## src/rtl/stone_ram_arbiter_if.sv

```systemverilog
// stone_ram_arbiter_if: bundles the two requester ports, the shared read
// return and the RAM port of the stone RAM arbiter.
//
// Handshake: a requester raises *_req with its address, data and we held
// stable. The arbiter answers with *_gnt high for exactly one cycle. A req
// still high in that gnt cycle counts as a new back-to-back request. Dropping
// req before gnt withdraws it with no side effect. Reads come back on
// rd_data qualified by the owner's *_rvalid pulse. There is no back-pressure
// on the read return.
//
// rope_wait is a read-only view of the rope starvation counter.
interface stone_ram_arbiter_if;
    logic        draw_req;
    logic [3:0]  draw_addr;
    logic        draw_gnt;
    logic        draw_rvalid;

    logic        rope_req;
    logic        rope_we;
    logic [3:0]  rope_addr;
    logic [31:0] rope_wdata;
    logic        rope_lock;
    logic        rope_gnt;
    logic        rope_rvalid;

    logic [31:0] rd_data;

    logic [3:0]  ram_address;
    logic [31:0] ram_data;
    logic        ram_wren;
    logic [31:0] ram_q;

    logic [7:0]  rope_wait;

    // Requesters and RAM model side
    modport master (
        output draw_req, draw_addr,
        output rope_req, rope_we, rope_addr, rope_wdata, rope_lock,
        output ram_q,
        input  draw_gnt, draw_rvalid, rope_gnt, rope_rvalid, rd_data,
        input  ram_address, ram_data, ram_wren, rope_wait
    );

    // Arbiter side
    modport slave (
        input  draw_req, draw_addr,
        input  rope_req, rope_we, rope_addr, rope_wdata, rope_lock,
        input  ram_q,
        output draw_gnt, draw_rvalid, rope_gnt, rope_rvalid, rd_data,
        output ram_address, ram_data, ram_wren, rope_wait
    );
endinterface

```

## src/rtl/stone_ram_arbiter.sv

```systemverilog
// stone_ram_arbiter: shares the single-port 16x32 stone RAM between the
// draw engine (read-only, priority) and the rope controller (read/write).
// A starvation counter forces one rope grant after STARVE_LIMIT lost
// arbitrations. Reads return RD_LAT+1 cycles after the grant cycle.
//
// Optional feature macro: STONE_ARB_LOCK_EN. When defined, a rope grant
// with rope_lock = 1 locks out draw until the rope releases the lock.
//
// RD_LAT: 1 or 2. STARVE_LIMIT: 1..255.
module stone_ram_arbiter #(
    parameter int RD_LAT       = 1,
    parameter int STARVE_LIMIT = 8
) (
    input logic               clock,
    input logic               reset,
    stone_ram_arbiter_if.slave bus
);

    localparam logic [7:0] LIMIT = 8'(STARVE_LIMIT);

    logic              draw_win;
    logic              rope_win;
    logic [7:0]        rope_wait;

    logic              draw_gnt_r;
    logic              rope_gnt_r;
    logic              draw_rvalid_r;
    logic              rope_rvalid_r;
    logic [31:0]       rd_data_r;
    logic [3:0]        ram_address_r;
    logic [31:0]       ram_data_r;
    logic              ram_wren_r;

    // Read-tracking pipeline: valid and owner (1 = rope) per slot
    logic [RD_LAT-1:0] pipe_valid;
    logic [RD_LAT-1:0] pipe_owner;
    logic              rd_push;

`ifdef STONE_ARB_LOCK_EN
    logic              locked;
`else
    logic              unused_rope_lock;
    assign unused_rope_lock = bus.rope_lock;
`endif

    // Pick this cycle's winner from the sampled request lines
    always_comb begin
        draw_win = 1'b0;
        rope_win = 1'b0;
`ifdef STONE_ARB_LOCK_EN
        if (locked) begin
            rope_win = bus.rope_req;
        end else
`endif
        begin
            if (bus.rope_req && rope_wait == LIMIT) begin
                rope_win = 1'b1;
            end else if (bus.draw_req) begin
                draw_win = 1'b1;
            end else if (bus.rope_req) begin
                rope_win = 1'b1;
            end
        end
    end

    // Register grants and load the RAM port from the winner
    always_ff @(posedge clock or posedge reset) begin
        if (reset) begin
            draw_gnt_r    <= 1'b0;
            rope_gnt_r    <= 1'b0;
            ram_wren_r    <= 1'b0;
            ram_address_r <= '0;
            ram_data_r    <= '0;
        end else begin
            draw_gnt_r <= draw_win;
            rope_gnt_r <= rope_win;
            ram_wren_r <= rope_win & bus.rope_we;
            if (draw_win) begin
                ram_address_r <= bus.draw_addr;
            end else if (rope_win) begin
                ram_address_r <= bus.rope_addr;
                ram_data_r    <= bus.rope_wdata;
            end
        end
    end

    // Count rope arbitrations lost to draw, saturating at the limit
    always_ff @(posedge clock or posedge reset) begin
        if (reset) begin
            rope_wait <= '0;
        end else if (!bus.rope_req || rope_win) begin
            rope_wait <= '0;
        end else if (draw_win && rope_wait != LIMIT) begin
            rope_wait <= rope_wait + 8'd1;
        end
    end

`ifdef STONE_ARB_LOCK_EN
    // Track the rope's atomic read-modify-write lock
    always_ff @(posedge clock or posedge reset) begin
        if (reset) begin
            locked <= 1'b0;
        end else if (rope_win) begin
            locked <= bus.rope_lock;
        end else if (!bus.rope_lock && !bus.rope_req) begin
            locked <= 1'b0;
        end
    end
`endif

    // The grant cycle is the RAM address cycle; a read enters the pipeline then
    assign rd_push = draw_gnt_r | (rope_gnt_r & ~ram_wren_r);

    // Delay read ownership by RD_LAT and return ram_q to its owner on exit
    always_ff @(posedge clock or posedge reset) begin
        if (reset) begin
            pipe_valid    <= '0;
            pipe_owner    <= '0;
            draw_rvalid_r <= 1'b0;
            rope_rvalid_r <= 1'b0;
            rd_data_r     <= '0;
        end else begin
            pipe_valid[0] <= rd_push;
            pipe_owner[0] <= rope_gnt_r;
            for (int i = 1; i < RD_LAT; i++) begin
                pipe_valid[i] <= pipe_valid[i-1];
                pipe_owner[i] <= pipe_owner[i-1];
            end
            draw_rvalid_r <= pipe_valid[RD_LAT-1] & ~pipe_owner[RD_LAT-1];
            rope_rvalid_r <= pipe_valid[RD_LAT-1] &  pipe_owner[RD_LAT-1];
            if (pipe_valid[RD_LAT-1]) begin
                rd_data_r <= bus.ram_q;
            end
        end
    end

    assign bus.draw_gnt    = draw_gnt_r;
    assign bus.rope_gnt    = rope_gnt_r;
    assign bus.draw_rvalid = draw_rvalid_r;
    assign bus.rope_rvalid = rope_rvalid_r;
    assign bus.rd_data     = rd_data_r;
    assign bus.ram_address = ram_address_r;
    assign bus.ram_data    = ram_data_r;
    assign bus.ram_wren    = ram_wren_r;
    assign bus.rope_wait   = rope_wait;

endmodule

```

## src/flat_wrapper.sv

```systemverilog
// flat-port wrapper written by rule: the top's interface ports become plain ports
module stone_ram_arbiter_flat 
#(
    parameter int RD_LAT       = 1,
    parameter int STARVE_LIMIT = 8
)
  (clock, reset, bus_draw_req, bus_draw_addr, bus_rope_req, bus_rope_we, bus_rope_addr, bus_rope_wdata, bus_rope_lock, bus_ram_q, bus_draw_gnt, bus_draw_rvalid, bus_rope_gnt, bus_rope_rvalid, bus_rd_data, bus_ram_address, bus_ram_data, bus_ram_wren, bus_rope_wait);
  stone_ram_arbiter_if bus_i ();
  input logic clock;
  input logic reset;
  input wire logic [$bits(bus_i.draw_req)-1:0] bus_draw_req;
  input wire logic [$bits(bus_i.draw_addr)-1:0] bus_draw_addr;
  input wire logic [$bits(bus_i.rope_req)-1:0] bus_rope_req;
  input wire logic [$bits(bus_i.rope_we)-1:0] bus_rope_we;
  input wire logic [$bits(bus_i.rope_addr)-1:0] bus_rope_addr;
  input wire logic [$bits(bus_i.rope_wdata)-1:0] bus_rope_wdata;
  input wire logic [$bits(bus_i.rope_lock)-1:0] bus_rope_lock;
  input wire logic [$bits(bus_i.ram_q)-1:0] bus_ram_q;
  output wire logic [$bits(bus_i.draw_gnt)-1:0] bus_draw_gnt;
  output wire logic [$bits(bus_i.draw_rvalid)-1:0] bus_draw_rvalid;
  output wire logic [$bits(bus_i.rope_gnt)-1:0] bus_rope_gnt;
  output wire logic [$bits(bus_i.rope_rvalid)-1:0] bus_rope_rvalid;
  output wire logic [$bits(bus_i.rd_data)-1:0] bus_rd_data;
  output wire logic [$bits(bus_i.ram_address)-1:0] bus_ram_address;
  output wire logic [$bits(bus_i.ram_data)-1:0] bus_ram_data;
  output wire logic [$bits(bus_i.ram_wren)-1:0] bus_ram_wren;
  output wire logic [$bits(bus_i.rope_wait)-1:0] bus_rope_wait;
  assign bus_i.draw_req = bus_draw_req;
  assign bus_i.draw_addr = bus_draw_addr;
  assign bus_i.rope_req = bus_rope_req;
  assign bus_i.rope_we = bus_rope_we;
  assign bus_i.rope_addr = bus_rope_addr;
  assign bus_i.rope_wdata = bus_rope_wdata;
  assign bus_i.rope_lock = bus_rope_lock;
  assign bus_i.ram_q = bus_ram_q;
  assign bus_draw_gnt = bus_i.draw_gnt;
  assign bus_draw_rvalid = bus_i.draw_rvalid;
  assign bus_rope_gnt = bus_i.rope_gnt;
  assign bus_rope_rvalid = bus_i.rope_rvalid;
  assign bus_rd_data = bus_i.rd_data;
  assign bus_ram_address = bus_i.ram_address;
  assign bus_ram_data = bus_i.ram_data;
  assign bus_ram_wren = bus_i.ram_wren;
  assign bus_rope_wait = bus_i.rope_wait;
  stone_ram_arbiter #(.RD_LAT(RD_LAT), .STARVE_LIMIT(STARVE_LIMIT)) u_core (.clock(clock), .reset(reset), .bus(bus_i));
endmodule
```

## config.mk

```make
export PLATFORM = sky130hd
export DESIGN_NAME = stone_ram_arbiter_flat
export DESIGN_NICKNAME = d
export VERILOG_FILES = /design/src/rtl/stone_ram_arbiter_if.sv /design/src/rtl/stone_ram_arbiter.sv /design/src/flat_wrapper.sv
export SDC_FILE = /design/constraint.sdc
export NUM_CORES = 1
export LEC_CHECK = 0
export ABC_CLOCK_PERIOD_IN_PS = 4560
export CAP_MARGIN = 20
export CORE_MARGIN = 2
export CORE_UTILIZATION = 55
export DETAILED_ROUTE_END_ITERATION = 8
export DONT_BUFFER_PORTS = 1
export HOLD_SLACK_MARGIN = 0.15
export PLACE_DENSITY_LB_ADDON = 0.12
export SYNTH_ARGS = -nofsm -noshare
export SYNTH_HDL_FRONTEND = slang
export SYNTH_SLANG_ARGS = --single-unit
export TNS_END_PERCENT = 50
```

## constraint.sdc

```tcl
create_clock -name clock -period 4.56 [get_ports clock]
set_clock_uncertainty 0.2 [all_clocks]
set_input_delay 1.368 -clock clock [delete_from_list [all_inputs] [get_ports clock]]
set_output_delay 1.368 -clock clock [all_outputs]
set_load 0.02 [all_outputs]
```

==> results.cfg <==
[outcome]
status = finished clean

[layout]
instances_no_fill = 289
nNetsFinal = 292
final_layout_size_suffix_gt1_share_pct = 42.4
n_antenna_cell = 0
area_growth_pct = 8.98

[sta]
min_period_ps = 2760
max_slew_margin_pct = 29.3
period_share_pct = 60.5
slew_violations = 0
hold_viol_final = 0
rsz0062_at_grt = no
holdWs_ps = 230
setup-tns-final_ps = 0
fmax_mhz = 363
setup_viol = 0
setup_ws_ps = 1800
worst_pin_slew_ps = 1060

[placement]
dp.cells = 271
gp_congestion = 0.704
pre_cts_ws_ps = 1440
dpl.hpwl_um = 4400
port_buffers = 0

[die]
start_util_pct = 57.7
die_height_um = 80.5
core_sq_mm = 0.00557
io_pins = 159
die_w_um = 80.5
dieArea_sq_mm = 0.00648
rows = 27

[drt]
drtIter0Drc = 87
drc = 0
detail-route-antenna-nets = 0
dr.pass1.iters = 4
post_drt_wl_per_cell_um = 20.6
vias = 1633
totalWireLength_um = 5950
via_per_inst = 5.65

[synthesis]
yosysWarningCount = 0
avgSynthCellArea_sq_um = 15.6
netlist_area_sq_mm = 0.00322
ys_seq_area_share_pct = 64.5
syn-num-nets = 286
ys_ff_latch = 83
synth_cell_types = 26
postSynthCellCount = 206

[worst_hold_path]
hold_path_class = flip-flop to flip-flop
hold_start = u_core.pipe_owner$_DFF_PP0_
whs_path_depth = 1
holdPathEnd = u_core.bus.draw_rvalid$_DFF_PP0_

[clocking]
cts.sinks = 83
ctsResizeCount = 0
cts_tree = yes
cts.clk_slew.worst_paths_ps = 80
numCtsBuffers = 9
clockBufferDepth = 2
htree_levels = 3
post_cts_buffers = 0
hold_buffers = 0
clk_latency_ps = 340
cts_root_buffer = clkbuf_8

[grt]
first_global_vias = 1770
antenna_found_initial = 0
grt_pass1_wl_um = 8700
grt-ovfl-total = 0
grtUsageTotal_pct = 18.4
grt_max_degree = 60

[setup_path]
crit_chain = nand4bb_1 -> o22ai_4 -> mux2_2
path_buf_inv = 0
slowest_stage = o22ai_4
ff2ff_setup_slack_ps = 1840
worstReg2RegEnd = u_core.bus.ram_data[9]$_DFFE_PP0P_
cp.required_ps = 4590
cp-startpoint = bus_rope_req
cp-start-kind = primary input
end_kind = flip-flop
crit_family = compound AO/OA/AOI/OAI gates
cp.arrival_ps = 2790
rr_worst_depth = 3
crit_type = primary input to flip-flop
reg2reg_from = u_core.bus.rope_wait[2]$_DFFE_PP0P_
cp_max_fo = 34
max_stage_delay_ps = 820

[power_and_ir_drop]
powerDensity_mw_per_mm2 = 459
leakage_nw = 1.49
vdd_ir_drop_max_mv = 0.329

[flow_run]
cap_violations = 0
-- synth_stat cells, drive strengths merged --
master | n | area, sq um
nor2 | 5 | 18.8
xor2 | 2 | 17.5
nand2b | 1 | 6.26
or4b | 1 | 13.8
clkbuf | 4 | 15.0
nand4bb | 1 | 11.3
buf | 4 | 37.5
or3 | 3 | 18.8
a21oi | 3 | 15.0
xnor2 | 1 | 8.76
mux2 | 72 | 811
nand3 | 4 | 20.0
o22ai | 1 | 20.0
nand2 | 1 | 3.75
and2 | 2 | 12.5
nand4 | 1 | 6.26
dfrtp | 83 | 2080
a21o | 1 | 7.51
nor2b | 1 | 6.26
o311ai | 1 | 16.3
o21ai | 4 | 20.0
ha | 2 | 25.0
inv | 8 | 30.0
-- cells in the final DEF, fill, tap and decap left out, drive strengths merged --
master and instances:
dfrtp 83, nand4 1, nand2 1, a21oi 3, nand4bb 1, bufinv 1
o21ai 4, nor2 5, nand3 4, o311ai 1, or4b 1, clkinv 2
o22ai 1, nor2b 1, xor2 2, mux2 72, xnor2 1, or3 3
inv 7, nand2b 1, clkinvlp 2, clkbuf 12, a21o 1, and2 2
ha 2, buf 3
-- state kept, by name, summed over array words and instances (netlist names) --
register and flops:
u_core.bus.ram_data 32, u_core.bus.rd_data 32, u_core.bus.rope_wait 8, u_core.bus.ram_address 4
u_core.bus.draw_gnt 1, u_core.bus.draw_rvalid 1, u_core.bus.ram_wren 1, u_core.bus.rope_gnt 1
u_core.bus.rope_rvalid 1, u_core.pipe_owner 1, u_core.pipe_valid 1
-- cells by family (layout without fill, tap and decap cells) --
logic type	Yosys count	count (layout)	synth area share, %
and+or+nand+nor	20	20	3.65
buffers and inverters	16	27	2.57
adders and majority gates	2	2	0.777
DFF	83	83	64.5
xor gates and xnor gates	3	3	0.817
muxes	72	72	25.2
AOI/OAI and AO/OA	10	10	2.45
-- stage by stage --
step | total power [mW] | utilization [%] | cell area (sq um)
finish | 1.61 | 62.9 | 3510
global route | 1.68 | 62.9 | 3510
CTS | 1.62 | 62.1 | 3460
detailed placement | 1.11 | 58.6 | 3260
global placement | 1.10 | 58.6 | 3260
floorplan | 1.08 | - | 3220
-- report_power, final --
part	switching, mW	internal [mW]	leakage [nW]	total [mW]
Combinational	0.0500	0.0773	0.400	0.127
Sequential	0.159	0.815	0.994	0.973
Clock	0.241	0.267	0.0926	0.508
Total	0.449	1.16	1.49	1.61
-- worst max path at each step --
stage	end	slack [ps]	depth (start not counted)
6_report	u_core.bus.ram_data[9]$_DFFE_PP0P_	1800	3
5_1_grt	u_core.bus.ram_data[1]$_DFFE_PP0P_	1690	3
4_1_cts	u_core.bus.ram_data[9]$_DFFE_PP0P_	1810	3
3_5_place_dp	u_core.bus.ram_data[9]$_DFFE_PP0P_	1440	3
3_3_place_gp	u_core.bus.ram_data[18]$_DFFE_PP0P_	1530	3
2_1_floorplan	u_core.bus.draw_gnt$_DFF_PP0_	860	1
-- final cells by class --
cell class,count,area [sq um]
clock inverters,4,50.0
flip-flops and latches,83,2080
clock buffers,12,145
inverters,8,31.3
well taps,72,90.1
fillers,438,2070
multi-input cells,107,1060
repair buffers,3,55.1
-- metal layers --
metal | vias up | track usage (%) | wire length (um)
met3 | 14 | 7.75 | 649
met5 | - | 0 | 0
met1 | 786 | 19.5 | 2000
met2 | 102 | 31.6 | 3170
li1 | 731 | - | -
met4 | 0 | 8.31 | 119
Power figures use the tool's default switching activity.
